[config.mk]
export PLATFORM = sky130hd
export DESIGN_NAME = prefetch_ctrl
export DESIGN_NICKNAME = d
export VERILOG_FILES = /design/src/rtl/prefetch_ctrl.sv
export SDC_FILE = /design/constraint.sdc
export NUM_CORES = 1
export LEC_CHECK = 0
export CAP_MARGIN = 10
export CORE_AREA = 2 2 191 193
export DETAILED_ROUTE_END_ITERATION = 8
export DIE_AREA = 0 0 193 195
export MAX_ROUTING_LAYER = met4
export REMOVE_ABC_BUFFERS = 1
export SLEW_MARGIN = 20
export SYNTH_ARGS = -nofsm -noshare
export SYNTH_HDL_FRONTEND = slang
export SYNTH_SLANG_ARGS = --single-unit
[constraint.sdc]
create_clock -name clk -period 20.4 [get_ports clk]
set_input_delay 2.04 -clock clk [delete_from_list [all_inputs] [get_ports clk]]
set_output_delay 2.04 -clock clk [all_outputs]
set_load 0.01 [all_outputs]
[src/rtl/prefetch_ctrl.sv]
// Instruction prefetch controller: sequential fetch into a small FIFO with redirect flush.
// Optional perf counters (stall_cycles, redirect_cnt) are built when PREFETCH_PERF_CNT_EN is defined.
module prefetch_ctrl #(
   parameter int unsigned              ADDRESS_WIDTH = 32,
   parameter int unsigned              DATA_WIDTH    = 32,
   parameter int unsigned              DEPTH         = 4,
   parameter logic [ADDRESS_WIDTH-1:0] RESET_PC      = '0
) (
   input  logic                       clk,
   input  logic                       rst,
   input  logic                       redirect_valid,
   input  logic [ADDRESS_WIDTH-1:0]   redirect_pc,
   output logic [ADDRESS_WIDTH-1:0]   imem_addr,
   input  logic [DATA_WIDTH-1:0]      imem_dout,
   output logic                       out_valid,
   input  logic                       out_ready,
   output logic [DATA_WIDTH-1:0]      out_instr,
   output logic [ADDRESS_WIDTH-1:0]   out_pc,
`ifdef PREFETCH_PERF_CNT_EN
   output logic [31:0]                stall_cycles,
   output logic [31:0]                redirect_cnt,
`endif
   output logic [$clog2(DEPTH):0]     count
);

   localparam int unsigned PTR_W = $clog2(DEPTH);
   localparam int unsigned CNT_W = PTR_W + 1;

   typedef enum logic [1:0] {
      IDLE  = 2'd0,
      FETCH = 2'd1,
      FULL  = 2'd2
   } state_e;

   state_e                   state_q, state_d;
   logic [ADDRESS_WIDTH-1:0] fetch_pc_q, fetch_pc_d;
   logic [PTR_W-1:0]         wr_ptr_q, wr_ptr_d;
   logic [PTR_W-1:0]         rd_ptr_q, rd_ptr_d;
   logic [CNT_W-1:0]         count_q, count_d;
   logic [ADDRESS_WIDTH-1:0] pc_mem    [DEPTH];
   logic [DATA_WIDTH-1:0]    instr_mem [DEPTH];
   logic                     full;
   logic                     pop;
   logic                     push;
   logic [ADDRESS_WIDTH-1:0] redirect_pc_aligned;

   assign full                = (count_q == CNT_W'(DEPTH));
   assign out_valid           = (count_q != '0);
   assign out_pc              = pc_mem[rd_ptr_q];
   assign out_instr           = instr_mem[rd_ptr_q];
   assign count               = count_q;
   assign imem_addr           = fetch_pc_q >> 2;
   assign redirect_pc_aligned = redirect_pc & ~ADDRESS_WIDTH'(3);
   // A redirect swallows the consumer handshake of its own cycle.
   assign pop                 = out_valid && out_ready && !redirect_valid;

   always_comb begin
      // NOTE: every signal gets a default before the case so no path can infer a latch.
      push       = 1'b0;
      state_d    = state_q;
      fetch_pc_d = fetch_pc_q;
      case (state_q)
         IDLE:    state_d = FETCH;
         FETCH: begin
            push = !full || pop;
            if (full && !pop) state_d = FULL;
         end
         FULL:    if (pop) state_d = FETCH;
         default: state_d = IDLE;
      endcase
      if (push) fetch_pc_d = fetch_pc_q + ADDRESS_WIDTH'(4);
      wr_ptr_d = wr_ptr_q + PTR_W'(push);
      rd_ptr_d = rd_ptr_q + PTR_W'(pop);
      count_d  = count_q + CNT_W'(push) - CNT_W'(pop);
      if (redirect_valid) begin
         push       = 1'b0;
         state_d    = FETCH;
         fetch_pc_d = redirect_pc_aligned;
         wr_ptr_d   = '0;
         rd_ptr_d   = '0;
         count_d    = '0;
      end
   end

   // NOTE: sequential state uses non-blocking assignments so every register sees pre-edge values.
   always_ff @(posedge clk) begin
      if (rst) begin
         state_q    <= IDLE;
         fetch_pc_q <= RESET_PC;
         wr_ptr_q   <= '0;
         rd_ptr_q   <= '0;
         count_q    <= '0;
      end else begin
         state_q    <= state_d;
         fetch_pc_q <= fetch_pc_d;
         wr_ptr_q   <= wr_ptr_d;
         rd_ptr_q   <= rd_ptr_d;
         count_q    <= count_d;
      end
   end

   // NOTE: storage is deliberately not reset; count_q gates visibility of stale entries.
   always_ff @(posedge clk) begin
      if (push) begin
         pc_mem[wr_ptr_q]    <= fetch_pc_q;
         instr_mem[wr_ptr_q] <= imem_dout;
      end
   end

`ifdef PREFETCH_PERF_CNT_EN
   logic [31:0] stall_cycles_q;
   logic [31:0] redirect_cnt_q;

   always_ff @(posedge clk) begin
      if (rst) begin
         stall_cycles_q <= '0;
         redirect_cnt_q <= '0;
      end else begin
         if (state_q == FULL && stall_cycles_q != '1) stall_cycles_q <= stall_cycles_q + 32'd1;
         if (redirect_valid) redirect_cnt_q <= redirect_cnt_q + 32'd1;
      end
   end

   assign stall_cycles = stall_cycles_q;
   assign redirect_cnt = redirect_cnt_q;
`endif

endmodule

### Word level (Yosys, flattened, before mapping)

Memories as Yosys holds them, arrays and structs flattened. A register that Yosys moved wholly into a read port is not among the register bits.
Cells that the tools add are included.
Widths: inputs -> output; s select.

* memories: 2
* RAM bits: 256
* output and inout port bits: 100
* flip-flop bits (word level): 41
* bits of input ports: 68
* logic and storage cells: 46

* equality and inequality tests: 7
* reduce and logical (&&, ||, !) cells: 13
* $add $sub $neg: 5
* muxes and demuxes: 12

Memory list
* instr_mem: words 4, width 32, rd ports 1, clocked after Yosys merged registers in 1, write ports 1, RTL line 41 `logic [DATA_WIDTH-1:0] instr_mem [DEPTH];`
* pc_mem: words 4, width 32, rd ports 1, clocked after Yosys merged registers in 1, write ports 1, RTL line 40 `logic [ADDRESS_WIDTH-1:0] pc_mem [DEPTH];`

Operator list (number)
* $mux 32: 2
* $add 32x3->32 const B: 1
* $mux 2: 4
* $ne 3x3->1 const B: 2
* $pmux 2 s3: 1
* $mux 1: 5
* $add 2x1->2: 2
* $ne 2x2->1 const B: 2
* $reduce_and 2->1: 2
* $add 3x1->3: 1
* $eq 3x3->1 const B: 1
* $logic_and 1x1->1: 3
* $logic_not 1->1: 3
* $reduce_bool 3->1: 1
* $sub 3x1->3: 1
* $eq 2x1->1 const B: 1
* $eq 2x2->1 const B: 1
* $logic_not 2->1: 1
* $reduce_bool 2->1: 1
* $reduce_or 2->1: 1
* $logic_or 1x1->1: 1

### Depth between registers and ports, before layout

* word-level depth: 8
* mapped depth: 11
* gate-level depth less buffers: 10

### Worst setup path after synthesis

No wires, ideal clock.

* kind: input to register
* start point: input port redirect_valid
* end point: memory instr_mem[0][0], enable pin
* stages: 2
* buffers on the path: 0
* data required time: 19.765 ns
* slack: 11.392 ns
* library setup time: 0.635 ns
* arrival time: 8.373 ns
* path through: or3b_2 > nor4_1

* word-level cells in the longest chain between the ends: 7

RTL lines
* from (decl): RTL line 11 `input logic redirect_valid,`
* $logic_not 1->1: RTL line 55 `assign pop = out_valid && out_ready && !redirect_valid;`
* $logic_and 1x1->1: RTL line 55
* $logic_or 1x1->1: RTL line 65 `push = !full || pop;`
* $mux 1: RTL line 62 `case (state_q)`
* $mux 1 *: RTL line 75 `if (redirect_valid) begin`
* $mux 1 *: RTL line 104 `if (push) begin`
* $mux 1 (not written as such) *: RTL line 106 `instr_mem[wr_ptr_q] <= imem_dout;`
* to (decl): RTL line 41

Every way passes the cells marked *; elsewhere a longest branch is shown, timed or not.

==> flow_summary.json <==
{
  "outcome": "finished clean",
  "r2r_slack_ns": 17.14,
  "synth_edf_count": 248,
  "fin_setup_tns_ns": 0,
  "io_buffers": 161,
  "synth_common_cells": "248 x edfxtp_1, 62 x mux4_2, 39 x dfxtp_1",
  "cts_buffers": 35,
  "synth_ff_type": "edfxtp_1",
  "ys_seq_area_frac": 0.728,
  "dieArea_um2": 37600,
  "cp_slowest_cell": "buf_4",
  "power_density_nw_per_um2": 92.5,
  "relSlewSlack": 0.295,
  "core_area_um2": 35400,
  "path_buf_inv": 2,
  "clock_sinks": 287,
  "rsz0062_at_grt": "no",
  "yosys_warnings": 0,
  "drt-total-wl_mm": 27.0,
  "hold_path_depth": 0,
  "crit_chain": "buf_4, mux4_2, clkdlybuf4s50_1",
  "endpoint_kind": "primary output",
  "drive_gt1_frac": 0.166,
  "fin_crit_sh": 0.257,
  "hp-start": "fetch_pc_q[31]",
  "critPathKind": "reg -> out",
  "yosysMostFrequentCell": "edfxtp_1",
  "path_max_fanout": 40,
  "syn_inst": 625,
  "vias": 6547,
  "final_nets": 879,
  "setup_viol": 0,
  "timing.rr.end": "instr_mem[2][24]",
  "grt_max_degree": 64,
  "htree_num_levels": 2,
  "clock_latency_ns": 0.50,
  "dp_hpwl_mm": 16.1,
  "grt_pass1_vias": 6561,
  "wl_per_cell_um": 21.0,
  "hold_end": "pc_mem[2][31]",
  "ys_top_cells_by_area": "edfxtp_1 66%, mux4_2 12%, dfxtp_1 6.9%, nor2_1 1.2%, nand4_1 0.77%",
  "ff2ff_path_depth": 5,
  "die_width_um": 193,
  "yosysTopAreaCell": "edfxtp_1",
  "synth_top_area_frac": 0.658,
  "grt_pass1_wl_mm": 40.5,
  "ant_nets": 0,
  "io_pins": 168,
  "postCtsHoldBufs": 0,
  "ctsResizeCount": 0,
  "synth_cell_types": 60,
  "post-route-drc-count": 0,
  "initial_core_util": 0.320,
  "cts_tree": "yes",
  "hold_path.class": "reg -> reg",
  "min_period_ns": 5.23,
  "fillers": 3212,
  "worst_slew_pin_slew_ns": 1.06,
  "p_leak_nw": 4.61,
  "drtIter0Drc": 336,
  "finish.utilization": 0.412,
  "globalplace.congestion": 0.794,
  "clock.fmax_mhz": 191,
  "clkTransAtPathRegs_ns": 0.06,
  "max-vdd-ir-drop_v": 0.0000461,
  "ctsRootBufferMaster": "clkbuf_16",
  "die_y_um": 195,
  "postCtsSetupBuffers": 0,
  "ys_ff_latch": 287,
  "seqCellArea_um2": 8240,
  "hold_violations": 0,
  "multi_input_area_um2": 2940,
  "syn2layout_area_growth_pct": 29.1,
  "grt_overflow_total": 0,
  "cp_num_cells": 3,
  "async_reset_ff_frac": 0,
  "clk_path_buf_depth": 3,
  "grtUsageTotal": 0.147,
  "crit_family": "buffers and inverters",
  "fin_worst_skew_ns": 0.0122,
  "finalMaxSlewViolations": 0,
  "critPathRequiredTime_ns": 18.36,
  "r2r_start": "state_q[0]",
  "crit_arrival_ns": 3.19,
  "viasPerCell": 5.08,
  "avgSynthCellArea_um2": 18.1,
  "start_kind": "flop",
  "drt-pass1-iter-count": 5,
  "placed_area_um2": 13500,
  "cpPeakStageDelay_ns": 0.77,
  "syn_area_um2": 11300,
  "fin_area_um2": 14600,
  "max_cap_viol_count": 0,
  "rows": 69,
  "antenna_found_initial": 1
}
-- placed cells by master, fill, tap and decap left out, drive strengths merged, types with 4 or more instances in the layout --
master,synthesis,routed
o211ai,9,9
xnor2,5,5
a211oi,9,9
ha,5,5
or4,4,4
nor2,36,36
buf,13,11
a311oi,8,8
clkinv,1,12
conb,1,4
mux4,62,62
nor3,10,10
nand4,14,14
o31ai,4,4
nor4,8,8
or3,5,5
o21ai,9,9
and2,8,8
clkdlybuf4s50,0,161
a21oi,4,4
nand3,16,16
dfxtp,39,39
clkbuf,19,42
edfxtp,248,248
nor2b,4,4
and3,5,5
inv,9,11
nand2,22,22
-- power by group --
| part | internal, mW | switching [mW] | total, mW |
|---|---|---|---|
| Clock | 0.367 | 0.233 | 0.600 |
| Combinational | 0.0446 | 0.0374 | 0.0820 |
| Sequential | 0.653 | 0.0148 | 0.668 |
-- per-stage QoR --
stage | hold WS [ns] | worst slack [ns] | power, mW | instances
floorplan | 0.529 | 11.39 | 0.709 | 596
global placement | 0.550 | 14.81 | 0.762 | 1229
detailed placement | 0.553 | 14.80 | 0.763 | 1229
CTS | 0.562 | 15.01 | 1.37 | 1288
global route | 0.588 | 14.88 | 1.40 | 1289
finish | 0.557 | 15.17 | 1.35 | 1289
-- worst max-delay path by stage --
| stage | to | start | slack, ns |
|---|---|---|---|
| after floorplan | instr_mem[0][0] | redirect_valid | 11.39 |
| after global placement | instr_mem[2][5] | redirect_valid | 14.81 |
| after detailed placement | instr_mem[2][5] | redirect_valid | 14.80 |
| after CTS | out_pc[10] | rd_ptr_q[0] | 15.01 |
| after global routing | out_pc[19] | rd_ptr_q[0] | 14.88 |
| final | out_pc[10] | rd_ptr_q[0] | 15.17 |
-- final cells by class --
| type | count | area share |
|---|---|---|
| Sequential cell | 287 | 0.564 |
| Multi-Input combinational cell | 299 | 0.201 |
| Timing Repair Buffer | 172 | 0.116 |
| Clock buffer | 42 | 0.0647 |
| Tap cell | 461 | 0.0395 |
| Clock inverter | 17 | 0.0114 |
| Inverter | 10 | 0.00257 |
| Antenna cell | 1 | 0.000171 |
-- metal layers --
layer / wire length, um / share of wire / vias to the layer above / track usage
li1: - / - / 2936 / -
met1: 11900 / 0.44 / 3341 / 0.195
met2: 12900 / 0.48 / 215 / 0.228
met3: 1500 / 0.055 / 55 / 0.0279
met4: 720 / 0.027 / 0 / 0.0480
met5: 0 / 0 / - / -
-- cells by family after synthesis --
family / after synthesis / synth area share
AOI/OAI and AO/OA: 71 / 0.0489
xor gates and xnor gates: 8 / 0.00620
adders and majority gates: 6 / 0.00730
buffers and inverters: 42 / 0.0166
DFF: 287 / 0.728
muxes: 62 / 0.123
other: 1 / 0.000332
and+or+nand+nor: 148 / 0.0697
-- sequential cells by signal, indices dropped and copies added (netlist names) --
name        count
count           3
instr_mem     128
fetch_pc_q     30
pc_mem        120
rd_ptr_q        2
wr_ptr_q        2
state_q         2
(Power assumes the default switching activity.)
